**src/rtl/sl_fifo_pkg.sv**
```systemverilog
// Shared definitions for the SL command/response FIFO pair.
// Holds the modifier encoding, word layout and error-flag bit indices
// used by both the host port and its response decoder.
package sl_fifo_pkg;

  localparam int WORD_W = 34;
  localparam int HMB    = 33;  // modifier high bit
  localparam int LMB    = 32;  // modifier low bit

  typedef enum logic [1:0] {
    MOD_CONFIG  = 2'd0,
    MOD_DATA    = 2'd1,
    MOD_STATUS  = 2'd2,
    MOD_CHANNEL = 2'd3
  } mod_e;

  localparam int ERR_ILLEGAL = 0;  // locally rejected host request
  localparam int ERR_PROTO   = 1;  // non-STATUS word where STATUS expected
  localparam int ERR_DATA_TX = 2;  // DATA response while mirror channel is TX

  typedef enum logic {C_IDLE, C_PUSH} cstate_e;

  typedef enum logic [1:0] {
    R_IDLE      = 2'd0,
    R_GAP       = 2'd1,
    R_WSTAT     = 2'd2,
    R_GAP_WSTAT = 2'd3
  } rstate_e;

endpackage

```
**src/rtl/sl_host_port_if.sv**
```systemverilog
// Host request handshake plus command/response FIFO signals.
// slave  : the sl_host_port side
// master : host logic / FIFO side (testbench)
interface sl_host_port_if;
  import sl_fifo_pkg::*;

  logic              req_valid;
  logic              req_ready;
  logic [1:0]        req_kind;
  logic [31:0]       req_data;
  logic              fifo_write_full;
  logic [WORD_W-1:0] fifo_write_data;
  logic              fifo_write_inc;
  logic              fifo_read_empty;
  logic [WORD_W-1:0] fifo_read_data;
  logic              fifo_read_inc;

  modport slave (
    input  req_valid, req_kind, req_data, fifo_write_full,
           fifo_read_empty, fifo_read_data,
    output req_ready, fifo_write_data, fifo_write_inc, fifo_read_inc
  );

  modport master (
    output req_valid, req_kind, req_data, fifo_write_full,
           fifo_read_empty, fifo_read_data,
    input  req_ready, fifo_write_data, fifo_write_inc, fifo_read_inc
  );
endinterface

```
**src/rtl/sl_resp_decoder.sv**
```systemverilog
// Response FIFO consumer: pops response words (at most one per two cycles)
// and keeps mirrors of the remote transceiver state.
// Ports: clk/rst_n; fifo_read_* FWFT response FIFO; mirror_* / rx_data*
// mirror outputs; err_proto_o / err_data_tx_o one-cycle error-set pulses.
module sl_resp_decoder
  import sl_fifo_pkg::*;
(
  input  logic              clk,
  input  logic              rst_n,
  input  logic              fifo_read_empty_i,
  input  logic [WORD_W-1:0] fifo_read_data_i,
  output logic              fifo_read_inc_o,
  output logic              mirror_channel_o,
  output logic [15:0]       mirror_tx_config_o,
  output logic              mirror_tx_busy_o,
  output logic [15:0]       mirror_rx_config_o,
  output logic [15:0]       mirror_rx_status_o,
  output logic [15:0]       rx_data_o,
  output logic              rx_data_valid_o,
  output logic              err_proto_o,
  output logic              err_data_tx_o
);

  rstate_e     state_q, state_d;
  mod_e        kind;
  logic        pop, wstat_ok, decode;
  logic        chan_q;
  logic [15:0] tx_cfg_q, rx_cfg_q, rx_stat_q, rx_data_q;
  logic        tx_busy_q, rx_vld_q;
  logic        unused_hi;

  assign kind      = mod_e'(fifo_read_data_i[HMB:LMB]);
  assign unused_hi = ^fifo_read_data_i[31:16];

  always_ff @(posedge clk or negedge rst_n) begin
    if (!rst_n) state_q <= R_IDLE;
    else        state_q <= state_d;
  end

  always_comb begin
    state_d = state_q;
    case (state_q)
      R_IDLE:      if (!fifo_read_empty_i)
                     state_d = (kind == MOD_DATA) ? R_GAP_WSTAT : R_GAP;
      R_GAP:       state_d = R_IDLE;
      R_GAP_WSTAT: state_d = R_WSTAT;
      R_WSTAT:     if (!fifo_read_empty_i)
                     state_d = (kind == MOD_DATA) ? R_GAP_WSTAT : R_GAP;
      default:     state_d = R_IDLE;
    endcase
  end

  // A STATUS word in R_WSTAT always lands in the RX status mirror; any other
  // word there is flagged but still decoded normally.
  always_comb begin
    pop           = !fifo_read_empty_i && (state_q == R_IDLE || state_q == R_WSTAT);
    wstat_ok      = pop && state_q == R_WSTAT && kind == MOD_STATUS;
    decode        = pop && !wstat_ok;
    err_proto_o   = pop && state_q == R_WSTAT && kind != MOD_STATUS;
    err_data_tx_o = decode && kind == MOD_DATA && !chan_q;
  end

  always_ff @(posedge clk or negedge rst_n) begin
    if (!rst_n) begin
      chan_q    <= 1'b0;
      tx_cfg_q  <= '0;
      tx_busy_q <= 1'b0;
      rx_cfg_q  <= '0;
      rx_stat_q <= '0;
      rx_data_q <= '0;
      rx_vld_q  <= 1'b0;
    end else begin
      rx_vld_q <= decode && kind == MOD_DATA;
      if (wstat_ok) rx_stat_q <= fifo_read_data_i[15:0];
      if (decode) begin
        case (kind)
          MOD_CHANNEL: chan_q <= fifo_read_data_i[0];
          MOD_CONFIG:  if (!chan_q) tx_cfg_q <= fifo_read_data_i[15:0];
                       else         rx_cfg_q <= fifo_read_data_i[15:0];
          MOD_STATUS:  if (!chan_q) tx_busy_q <= fifo_read_data_i[0];
                       else         rx_stat_q <= fifo_read_data_i[15:0];
          MOD_DATA:    rx_data_q <= fifo_read_data_i[15:0];
          default:     ;
        endcase
      end
    end
  end

  assign fifo_read_inc_o    = pop;
  assign mirror_channel_o   = chan_q;
  assign mirror_tx_config_o = tx_cfg_q;
  assign mirror_tx_busy_o   = tx_busy_q;
  assign mirror_rx_config_o = rx_cfg_q;
  assign mirror_rx_status_o = rx_stat_q;
  assign rx_data_o          = rx_data_q;
  assign rx_data_valid_o    = rx_vld_q;

endmodule

```
**src/rtl/sl_host_port.sv**
```systemverilog
// Host-side SL endpoint. Serializes host register requests into 34-bit
// {modifier, payload} command words and mirrors remote state from the
// response FIFO (via sl_resp_decoder). Command and response paths are
// fully independent.
// Ports: clk/rst_n; bus (request handshake + both FIFOs); local_channel;
// mirror_*; rx_data/rx_data_valid; sticky err_flags with err_clear.
module sl_host_port
  import sl_fifo_pkg::*;
#(
  parameter bit CHK_DATA_CH = 1'b1
) (
  input  logic          clk,
  input  logic          rst_n,
  sl_host_port_if.slave bus,
  output logic          local_channel,
  output logic          mirror_channel,
  output logic [15:0]   mirror_tx_config,
  output logic          mirror_tx_busy,
  output logic [15:0]   mirror_rx_config,
  output logic [15:0]   mirror_rx_status,
  output logic [15:0]   rx_data,
  output logic          rx_data_valid,
  output logic [2:0]    err_flags,
  input  logic          err_clear
);

  cstate_e           cstate_q, cstate_d;
  mod_e              rkind;
  logic              accept, drop;
  logic [WORD_W-1:0] wdata_q;
  logic              lchan_q;
  logic [2:0]        err_q, err_set;
  logic              err_proto, err_data_tx;

  assign rkind  = mod_e'(bus.req_kind);
  assign accept = bus.req_valid && bus.req_ready;
  assign drop   = rkind == MOD_STATUS ||
                  (CHK_DATA_CH && rkind == MOD_DATA && lchan_q);

  always_ff @(posedge clk or negedge rst_n) begin
    if (!rst_n) cstate_q <= C_IDLE;
    else        cstate_q <= cstate_d;
  end

  always_comb begin
    cstate_d = cstate_q;
    case (cstate_q)
      C_IDLE:  if (accept && !drop) cstate_d = C_PUSH;
      C_PUSH:  if (!bus.fifo_write_full) cstate_d = C_IDLE;
      default: cstate_d = C_IDLE;
    endcase
  end

  always_comb begin
    bus.req_ready      = cstate_q == C_IDLE;
    bus.fifo_write_inc = cstate_q == C_PUSH && !bus.fifo_write_full;
  end

  always_ff @(posedge clk or negedge rst_n) begin
    if (!rst_n) begin
      wdata_q <= '0;
      lchan_q <= 1'b0;
    end else if (accept && !drop) begin
      wdata_q <= {bus.req_kind, bus.req_data};
      if (rkind == MOD_CHANNEL) lchan_q <= bus.req_data[0];
    end
  end

  // Set has priority over clear so an error in the clear cycle is not lost.
  always_comb begin
    err_set              = '0;
    err_set[ERR_ILLEGAL] = accept && drop;
    err_set[ERR_PROTO]   = err_proto;
    err_set[ERR_DATA_TX] = err_data_tx;
  end

  always_ff @(posedge clk or negedge rst_n) begin
    if (!rst_n) err_q <= '0;
    else        err_q <= (err_clear ? 3'b000 : err_q) | err_set;
  end

  sl_resp_decoder u_resp (
    .clk                (clk),
    .rst_n              (rst_n),
    .fifo_read_empty_i  (bus.fifo_read_empty),
    .fifo_read_data_i   (bus.fifo_read_data),
    .fifo_read_inc_o    (bus.fifo_read_inc),
    .mirror_channel_o   (mirror_channel),
    .mirror_tx_config_o (mirror_tx_config),
    .mirror_tx_busy_o   (mirror_tx_busy),
    .mirror_rx_config_o (mirror_rx_config),
    .mirror_rx_status_o (mirror_rx_status),
    .rx_data_o          (rx_data),
    .rx_data_valid_o    (rx_data_valid),
    .err_proto_o        (err_proto),
    .err_data_tx_o      (err_data_tx)
  );

  assign bus.fifo_write_data = wdata_q;
  assign local_channel       = lchan_q;
  assign err_flags           = err_q;

endmodule
```
**src/flat_wrapper.sv**
```systemverilog
// flat-port wrapper written by rule: the top's interface ports become plain ports
module sl_host_port_flat import sl_fifo_pkg::*;
#(
  parameter bit CHK_DATA_CH = 1'b1
)
  (clk, rst_n, local_channel, mirror_channel, mirror_tx_config, mirror_tx_busy, mirror_rx_config, mirror_rx_status, rx_data, rx_data_valid, err_flags, err_clear, bus_req_valid, bus_req_kind, bus_req_data, bus_fifo_write_full, bus_fifo_read_empty, bus_fifo_read_data, bus_req_ready, bus_fifo_write_data, bus_fifo_write_inc, bus_fifo_read_inc);
  sl_host_port_if bus_i ();
  input  logic clk;
  input  logic rst_n;
  output logic local_channel;
  output logic mirror_channel;
  output logic [15:0] mirror_tx_config;
  output logic mirror_tx_busy;
  output logic [15:0] mirror_rx_config;
  output logic [15:0] mirror_rx_status;
  output logic [15:0] rx_data;
  output logic rx_data_valid;
  output logic [2:0] err_flags;
  input  logic err_clear;
  input wire logic [$bits(bus_i.req_valid)-1:0] bus_req_valid;
  input wire logic [$bits(bus_i.req_kind)-1:0] bus_req_kind;
  input wire logic [$bits(bus_i.req_data)-1:0] bus_req_data;
  input wire logic [$bits(bus_i.fifo_write_full)-1:0] bus_fifo_write_full;
  input wire logic [$bits(bus_i.fifo_read_empty)-1:0] bus_fifo_read_empty;
  input wire logic [$bits(bus_i.fifo_read_data)-1:0] bus_fifo_read_data;
  output wire logic [$bits(bus_i.req_ready)-1:0] bus_req_ready;
  output wire logic [$bits(bus_i.fifo_write_data)-1:0] bus_fifo_write_data;
  output wire logic [$bits(bus_i.fifo_write_inc)-1:0] bus_fifo_write_inc;
  output wire logic [$bits(bus_i.fifo_read_inc)-1:0] bus_fifo_read_inc;
  assign bus_i.req_valid = bus_req_valid;
  assign bus_i.req_kind = bus_req_kind;
  assign bus_i.req_data = bus_req_data;
  assign bus_i.fifo_write_full = bus_fifo_write_full;
  assign bus_i.fifo_read_empty = bus_fifo_read_empty;
  assign bus_i.fifo_read_data = bus_fifo_read_data;
  assign bus_req_ready = bus_i.req_ready;
  assign bus_fifo_write_data = bus_i.fifo_write_data;
  assign bus_fifo_write_inc = bus_i.fifo_write_inc;
  assign bus_fifo_read_inc = bus_i.fifo_read_inc;
  sl_host_port #(.CHK_DATA_CH(CHK_DATA_CH)) u_core (.clk(clk), .rst_n(rst_n), .bus(bus_i), .local_channel(local_channel), .mirror_channel(mirror_channel), .mirror_tx_config(mirror_tx_config), .mirror_tx_busy(mirror_tx_busy), .mirror_rx_config(mirror_rx_config), .mirror_rx_status(mirror_rx_status), .rx_data(rx_data), .rx_data_valid(rx_data_valid), .err_flags(err_flags), .err_clear(err_clear));
endmodule
```
**config.mk**
```make
export PLATFORM = sky130hd
export DESIGN_NAME = sl_host_port_flat
export DESIGN_NICKNAME = d
export VERILOG_FILES = /design/src/rtl/sl_fifo_pkg.sv /design/src/rtl/sl_host_port_if.sv /design/src/rtl/sl_resp_decoder.sv /design/src/rtl/sl_host_port.sv /design/src/flat_wrapper.sv
export SDC_FILE = /design/constraint.sdc
export NUM_CORES = 1
export LEC_CHECK = 0
export BUFFER_PORTS_ARGS = -buffer_cell sky130_fd_sc_hd__clkbuf_2
export CAP_MARGIN = 20
export CORE_MARGIN = 4
export CORE_UTILIZATION = 51
export CTS_CLUSTER_DIAMETER = 60
export DETAILED_ROUTE_END_ITERATION = 10
export PLACE_DENSITY = 0.9
export REMOVE_ABC_BUFFERS = 1
export SLEW_MARGIN = 20
export SYNTH_ARGS = -nofsm -noshare
export SYNTH_HDL_FRONTEND = slang
export SYNTH_SLANG_ARGS = --single-unit
```
**constraint.sdc**
```tcl
create_clock -name clk -period 4.5 [get_ports clk]
set_input_delay 0.45 -clock clk [delete_from_list [all_inputs] [get_ports clk]]
set_output_delay 0.45 -clock clk [all_outputs]
set_load 0.03 [all_outputs]
```
* After elaboration in Yosys (flattened, before gate mapping) *
Cells that the tools add are included.

operators by class
  eq/ne operators = 11
  muxes and demuxes = 11
  bitwise operators = 3
  reduce and logical (&&, ||, !) cells = 28

operator list
  kind                                                 number
  two-way mux 16 bit                                   4
  equality test 2 bit, second input constant           6
  logical AND 1 bit                                    12
  AND reduction 3 bit                                  3
  equality test 2 x 1 -> 1 bit, second input constant  3
  one-hot mux 2 bit (3 select lines)                   1
  AND reduction 2 bit                                  3
  logical NOT 1 bit                                    5
  logical NOT 2 bit                                    2
  two-way mux 2 bit                                    2
  inequality test 2 bit, second input constant         2
  two-way mux 3 bit                                    1
  bitwise OR 3 bit                                     1
  logical OR 1 bit                                     2
  two-way mux 1 bit                                    2
  inverter 1 bit                                       2
  one-hot mux 1 bit (2 select lines)                   1
  OR reduction 2 bit                                   1

word-level totals
  register bits after elaboration = 108
  bits of input ports = 74
  output and inout port bits = 108
  word-level logic and storage cells = 65

* Longest topological paths before layout *
Gate-level depths: netlist (run 1).

  depth in word-level cells = 10
  gate-level depth with buffers = 6
  gate-level depth less buffers = 4

* By module *
A second synthesis (run 1) with hierarchy kept.

second synthesis, totals
  cell total of the unflattened synthesis = 254
  area, all modules = 4272.8 µm²

modules (own cells, without submodules)
  module           instances  cells an instance  area each (µm²)  seq. area each (µm²)
  sl_resp_decoder  1          159                2653.8           1726.7
  sl_host_port     1          95                 1619.1           975.9

* Least setup slack after synthesis (run 1) *
No wires, ideal clock.

  path type = input to register
  from = input bus_fifo_read_empty
  to = register u_core.u_resp.rx_cfg_q[10] (netlist: u_core.u_resp.mirror_rx_config_o[10])
  library setup time = 125 ps
  arrival time = 1768 ps
  data required time = 4375 ps
  setup slack = 2607 ps
  stages = 6
  path buffers = 3
  cells stage by stage = or2_1 buf_6 or4_4 buf_6 buf_12 mux2_4

on the way
  word-level cells in the longest chain between the ends = 7

RTL lines
  element                                   RTL line               text
  from (decl)                               flat_wrapper.sv:24     input wire logic [$bits(bus_i.fifo_read_empty)-1:0] bus_fifo_read_empty;
  logical NOT 1 bit (*)                     sl_resp_decoder.sv:56  pop = !fifo_read_empty_i && (state_q == R_IDLE || state_q == R_WSTAT);
  logical AND 1 bit (*)                     sl_resp_decoder.sv:56
  logical AND 1 bit (2 in series)           sl_resp_decoder.sv:57  wstat_ok = pop && state_q == R_WSTAT && kind == MOD_STATUS;
  logical NOT 1 bit                         sl_resp_decoder.sv:58  decode = pop && !wstat_ok;
  logical AND 1 bit (*)                     sl_resp_decoder.sv:58
  AND reduction 3 bit (no source line) (*)  n/a
  to (signal assigned)                      sl_resp_decoder.sv:79  else rx_cfg_q <= fifo_read_data_i[15:0];
  to (decl)                                 sl_resp_decoder.sv:28  logic [15:0] tx_cfg_q, rx_cfg_q, rx_stat_q, rx_data_q;

Mark *: on every way between the ends. The rest lies on a longest branch, timed or not.
A chain may end at the register's enable or synchronous reset.

* Worst setup path in the final report (run 1) *
  from = register u_core.u_resp.state_q[0]
  to = register u_core.u_resp.rx_data_q[15] (netlist: u_core.u_resp.rx_data_o[15])

on the way
  word-level cells in the longest chain between the ends = 8
  elaborated cells on any way between the ends = 9
  classes of those cells = eq/ne (1); reduce/logical (8)

RTL lines
  element                                                          RTL line                                      text
  from (decl)                                                      sl_resp_decoder.sv:24                         rstate_e state_q, state_d;
  from (signal assigned)                                           sl_resp_decoder.sv:37                         else state_q <= state_d;
  equality test 2 bit / logical NOT 2 bit (equally long branches)  sl_resp_decoder.sv:56, sl_resp_decoder.sv:57
  logical OR 1 bit                                                 sl_resp_decoder.sv:56
  logical AND 1 bit                                                sl_resp_decoder.sv:56
  logical AND 1 bit (2 in series)                                  sl_resp_decoder.sv:57
  logical NOT 1 bit                                                sl_resp_decoder.sv:58
  logical AND 1 bit (*)                                            sl_resp_decoder.sv:58
  AND reduction 2 bit (no source line) (*)                         n/a
  to (signal assigned)                                             sl_resp_decoder.sv:82                         MOD_DATA: rx_data_q <= fifo_read_data_i[15:0];
  to (decl)                                                        sl_resp_decoder.sv:28

Marked as above.

==> results of run 1 <==
==> through the flow <==
step | worst slack [ns] | hold WS (ns)
after floorplan | 1.642 | 0.1544
after global placement | 2.203 | 0.4867
after detailed placement | 2.173 | 0.4924
after CTS | 2.351 | 0.2301
after global routing | 2.290 | 0.2616
final | 2.408 | 0.2124
==> layer usage <==
layer  GRT usage, %  up-vias  wire, um
met5              0        -         0
met4          10.54        0       316
met3          4.286       27       393
met2          35.18       79      4952
met1          22.73     1320      3504
li1               -     1220         -
==> cells by family (layout without fill, tap and decap cells) <==
family	Yosys count	count (layout)	share of synthesized area, %
flops	108	108	65.24
mux	99	99	27.82
simple gates	16	16	2.628
compound gates	10	10	1.933
buf+inv	15	190	2.386
==> synthesized netlist by cell type <==
master,instances,area share (%)
nand2_1,4,0.36
o211ai_1,1,0.18
nor2b_1,1,0.15
nand3_1,1,0.12
dfrtp_1,108,65
a21o_1,2,0.36
mux2_2,89,24
buf_6,2,0.54
nor2_1,2,0.18
inv_1,5,0.45
a32o_1,1,0.24
nor4_4,1,0.51
buf_12,1,0.48
a41o_1,1,0.24
o21ai_0,1,0.12
buf_2,6,0.72
buf_4,1,0.18
nor3b_1,1,0.18
a22o_1,3,0.63
nor3_2,1,0.24
mux2_4,10,3.6
or4_4,1,0.27
nor4_1,1,0.15
nand2b_1,2,0.30
a31oi_1,1,0.15
or2_1,1,0.15
==> report_power, final <==
part / leakage [nW] / internal, mW / switching [mW] / total, mW
Sequential: 1.29 / 1.26 / 0.155 / 1.41
Clock: 0.0914 / 0.269 / 0.298 / 0.567
Combinational: 1.27 / 0.449 / 0.869 / 1.32
==> worst max-delay path, delay by kind of cell (launching register included) <==
family                 cells  cell delay, ns
multiplexers               1            0.36
flip-flops                 1            0.36
AND/OR/NAND/NOR            2            0.91
buffers and inverters      1            0.34
==> flip-flops by register name, indices dropped and copies added, names as in the netlist, named ones only <==
signal,cells
u_core.bus.fifo_write_data,34
u_core.cstate_q,1
u_core.err_flags,3
u_core.local_channel,1
u_core.u_resp.mirror_channel_o,1
u_core.u_resp.mirror_rx_config_o,16
u_core.u_resp.mirror_rx_status_o,16
u_core.u_resp.mirror_tx_busy_o,1
u_core.u_resp.mirror_tx_config_o,16
u_core.u_resp.rx_data_o,16
u_core.u_resp.rx_data_valid_o,1
u_core.u_resp.state_q,1
==> path summary, 6_finish.rpt <==
check	from	endpoint	slack, ns	cells past startpoint
max in group asynchronous	rst_n	u_core.u_resp.mirror_rx_status_o[12]	3.27	2
worst max register to register	u_core.u_resp.state_q[0]	u_core.u_resp.rx_data_o[15]	2.41	4
worst max-delay path	u_core.u_resp.state_q[0]	u_core.u_resp.rx_data_o[15]	2.41	4
worst min-delay path	rst_n	u_core.u_resp.rx_data_o[11]	0.21	1
worst min register to register	u_core.u_resp.mirror_tx_config_o[13]	u_core.u_resp.mirror_tx_config_o[13]	0.51	1
min in group clk	bus_fifo_write_full	u_core.cstate_q	0.33	3
==> layout make-up <==
class	count	area, um^2
clock buffers	11	141.4
clock inverters	4	50.05
fillers	613	2555
inverters	5	18.77
multi-input cells	125	1346
flip-flops and latches	108	2703
well taps	102	127.6
repair buffers	170	865.8
==> reports/results.ini, run 1 <==
[outcome]
status=finished clean

[finish]
drive_gt1_share_pct=67.85
final_cell_mix=clkbuf_2 (164), dfrtp_1 (108), mux2_2 (89)
final_core_util_pct=67.28
fin_nets=493
stdcell_count=525
syn2layout_area_growth_pct=26.79
final_area_mm2=0.005253
layout_commonest_cell=clkbuf_2
diodes=0

[place]
place_area_mm2=0.005061
place.gp.congestion=0.8133
io_buffers=165
dp_hpwl_um=6936
numPlacedInstances=510

[cts]
cts_root_buf=clkbuf_8
postCtsHoldBufs=0
clock_sinks=108
clk_pin_slew_worst_paths_ns=0.10
cts_setup_buffers=0
cts_resized=0
cts-htree-levels=3
cts_buffers=9
tritoncts=done
clk_path_buf_depth=2
clk_latency_ns=0.34

[drt]
routed_wl_um=9165
ant_nets=0
drtIter0Drc=58
vias_per_cell=5.040
drc=0
vias=2646
firstDrtPassIters=4
wl_per_cell_um=17.46

[sta]
drv_slew=0
setup_tns_ns=0
relSlewSlack_pct=43.51
fmax_mhz=478.0
period_minus_slack_ns=2.092
worstMarginPinSlew_ns=0.8474
finalSetupViolCount=0
hold_viol=0
rsz0062_at_grt=no
skew_ns=0.009229
fin_crit_sh_pct=46.49

[pwr]
finalPower_mw=3.297
leakagePower_nw=2.650
peakVddDrop_mv=0.3410
power_density_mw_per_mm2=627.6

[global_route]
grt_pass1_wl_um=15060
grt_pass1_vias=2995
grt.total_usage_pct=19.99
antenna_found_initial=0
grt_max_degree=71
grt_remaining_overflow=0

[floorplanning]
dieArea_mm2=0.009629
core_area_mm2=0.007807
die_y_um=98.13
initial_core_util_pct=53.06
die_width_um=98.13
io_pins=182
rows=32

[worst_setup_path]
crit_fanout=13
crit_required_ns=4.73
critPathArrivalTime_ns=2.32
slowest_delay_ns=0.56
slowest_stage=nor3b_2
path_cells=or2_1 > nor3b_2 > buf_4 > mux2_2
path_class=register to register
cp-end-kind=register
cp-start-kind=register

[yosys]
ys_warn_count=0
synth_seq_cells=108
yosysSeqAreaShare_pct=65.24
syn_inst=248
syn_avg_cell_area_um2=16.70
synthesis.area_mm2=0.004143
synthDistinctLibCells=26

[worst_hold_path]
hold_class=primary input to asynchronous set/reset pin

[run]
drv_cap=0

Power figures use the tool's default switching activity.
==> inputs of run 2 (changes only) <==
--- a/config.mk
+++ b/config.mk
@@ -8,10 +8,10 @@
 export BUFFER_PORTS_ARGS = -buffer_cell sky130_fd_sc_hd__clkbuf_2
 export CAP_MARGIN = 20
 export CORE_MARGIN = 4
-export CORE_UTILIZATION = 51
+export CORE_UTILIZATION = 42
 export CTS_CLUSTER_DIAMETER = 60
 export DETAILED_ROUTE_END_ITERATION = 10
-export PLACE_DENSITY = 0.9
+export PLACE_DENSITY = 0.8
 export REMOVE_ABC_BUFFERS = 1
 export SLEW_MARGIN = 20
 export SYNTH_ARGS = -nofsm -noshare
==> constraint.sdc (replaced) <==
create_clock -name clk -period 1.9 [get_ports clk]
set_input_delay 0.19 -clock clk [delete_from_list [all_inputs] [get_ports clk]]
set_output_delay 0.19 -clock clk [all_outputs]
set_load 0.03 [all_outputs]
==> run 2 against run 1 <==
  * Worst hold slack got worse by 0.18 ns
  * Critical endpoint is now u_core.u_resp.mirror_rx_config_o[6]
  * Wire length fell by 0.25%
  * Via count rose by 0.83%
  * Register-to-register slack got worse by 2.2 ns
==> reports/results.ini, run 2 (synthesis gave the netlist of run 1 again) <==
[sta]
finalSetupViolCount=0  ; unchanged
period_minus_slack_ns=1.705  ; was 2.092 ns
hold_viol=0  ; unchanged
rsz0062_at_grt=no  ; unchanged
fmax_mhz=586.6  ; was 478.0 MHz
relSlewSlack_pct=76.74  ; was 43.51%
worstMarginPinSlew_ns=0.3489  ; was 0.8474 ns
skew_ns=0.01822  ; was 0.009229 ns
fin_crit_sh_pct=89.73  ; was 46.49%
setup_ws_ns=0.1951  ; was 2.408 ns
drv_slew=0  ; unchanged
setup_tns_ns=0  ; unchanged

[floorplanning]
io_pins=182  ; unchanged
rows=35  ; was 32
die_y_um=107.3  ; was 98.13 um
die_width_um=107.3  ; was 98.13 um
core_area_mm2=0.009415  ; was 0.007807 mm^2
dieArea_mm2=0.01152  ; was 0.009629 mm^2
initial_core_util_pct=44.00  ; was 53.06%

[worst_hold_path]
hold_class=primary input to register  ; was primary input to asynchronous set/reset pin
hold_start=bus_fifo_write_full
hold_end=u_core.cstate_q
hold_depth=3

[cts]
postCtsHoldBufs=1  ; was 0
cts-htree-levels=3  ; unchanged
clk_pin_slew_worst_paths_ns=0.12  ; was 0.10 ns
cts_buffers=9  ; unchanged
clk_latency_ns=0.37  ; was 0.34 ns
tritoncts=done  ; unchanged
cts_root_buf=clkbuf_8  ; unchanged
clock_sinks=108  ; unchanged
cts_setup_buffers=0  ; unchanged
cts_resized=0  ; unchanged
clk_path_buf_depth=2  ; unchanged

[drt]
routed_wl_um=9142  ; was 9165 um
drt-met1-wl_um=3925  ; was 3504 um
route.met2.wl_um=4600  ; was 4952 um
vias_per_cell=4.756  ; was 5.040
wl_per_cell_um=16.30  ; was 17.46 um
firstDrtPassIters=4  ; unchanged
drc=0  ; unchanged
ant_nets=0  ; unchanged
top_layer=met4  ; unchanged
drtIter0Drc=58  ; unchanged
vias=2668  ; was 2646
met3_length_um=455  ; was 393 um

[global_route]
grt_pass1_vias=2709  ; was 2995
grt.total_usage_pct=16.17  ; was 19.99%
grt_pass1_wl_um=14430  ; was 15060 um
grt_max_degree=59  ; was 71
grt_remaining_overflow=0  ; unchanged
antenna_found_initial=0  ; unchanged

[place]
place_area_mm2=0.005166  ; was 0.005061 mm^2
io_buffers=165  ; unchanged
place.gp.congestion=0.7594  ; was 0.8133
post-place-ws_ns=0.2146  ; was 2.173 ns
dp_hpwl_um=6955  ; was 6936 um

[pwr]
leakagePower_nw=2.699  ; was 2.650 nW
power_density_mw_per_mm2=1453  ; was 627.6 mW/mm^2
finalPower_mw=7.791  ; was 3.297 mW
peakVddDrop_mv=0.7405  ; was 0.3410 mV

[worst_setup_path]
path_class=register to register  ; unchanged
cp-end-kind=register  ; unchanged
r2r_start=u_core.u_resp.state_q[0]  ; unchanged
crit_required_ns=2.14  ; was 4.73 ns
reg2reg_depth=3  ; was 4
critPathArrivalTime_ns=1.95  ; was 2.32 ns
r2r_slack_ns=0.20  ; was 2.41 ns
crit_fanout=16  ; was 13
cp-start-kind=register  ; unchanged
crit_path_start=u_core.u_resp.state_q[0]  ; unchanged
r2r_end=u_core.u_resp.mirror_rx_config_o[6]  ; was u_core.u_resp.rx_data_o[15]

[finish]
final_cell_mix=clkbuf_2 (164), dfrtp_1 (108), mux2_2 (89)  ; unchanged
syn2layout_area_growth_pct=29.39  ; was 26.79%
fin_nets=501  ; was 493
drive_gt1_share_pct=68.29  ; was 67.85%
final_area_mm2=0.005360  ; was 0.005253 mm^2
layout_commonest_cell=clkbuf_2  ; unchanged
largest_reg_flops=34  ; unchanged
diodes=0  ; unchanged

[run]
drv_cap=0  ; unchanged

[outcome]
status=finished clean  ; unchanged

-- run 2: cell count changes in the layout (fill, tap and decap cells not counted), sizes merged --
| cell | before | now |
|---|---|---|
| buf | 6 | 13 |
| bufinv | 1 | 0 |
| clkbuf | 175 | 174 |
| clkinv | 1 | 2 |
| clkinvlp | 2 | 1 |
| dlygate4sd3 | 0 | 1 |
| inv | 5 | 8 |
-- run 2: where the power goes --
part | internal [mW] | switching (mW)
sequential | 2.97 | 0.357
combinational | 1.08 | 2.04
clock | 0.507 | 0.827
total | 4.56 | 3.23
-- run 2: routing by layer --
| metal | track usage [%] | vias to the layer above |
|---|---|---|
| met1 | 21.08 | 1334 |
| met3 | 3.059 | 13 |
| met2 | 26.72 | 88 |
| met4 | 6.301 | 0 |
| met5 | 0 | - |
| li1 | - | 1233 |
-- run 2: critical path, stage by stage (launching register included) --
cell and delay, ns:
dfrtp_1 0.37, or2_1 0.24, or4_4 0.61, mux2_4 0.36
-- run 2: layout make-up --
| cell class | instances | area (um^2) |
|---|---|---|
| fill | 766 | 4055 |
| sequential | 108 | 2703 |
| multi-input combinational | 125 | 1353 |
| timing repair buffer | 178 | 940.9 |
| tap | 129 | 161.4 |
| clock buffer | 10 | 127.6 |
| clock inverter | 6 | 56.30 |
| inverter | 5 | 18.77 |
-- run 2: worst max path at each step --
stage | end | slack [ns]
floorplan | u_core.bus.fifo_write_data[0] | -0.96
global placement | u_core.u_resp.mirror_rx_status_o[1] | 0.24
detailed placement | u_core.u_resp.mirror_rx_status_o[14] | 0.21
CTS | bus_fifo_read_inc | 0.19
global route | u_core.u_resp.mirror_rx_status_o[14] | 0.13
finish | u_core.u_resp.mirror_rx_config_o[6] | 0.20
-- run 2: through the flow --
step                std cells  utilization, %  hold slack (ns)
finish                    561           56.93          0.03548
global route              561           56.93          0.01862
CTS                       561           56.93          0.01611
detailed placement        544           54.87           0.1291
global placement          544           54.87           0.1203
floorplan                 238               -          -0.1056
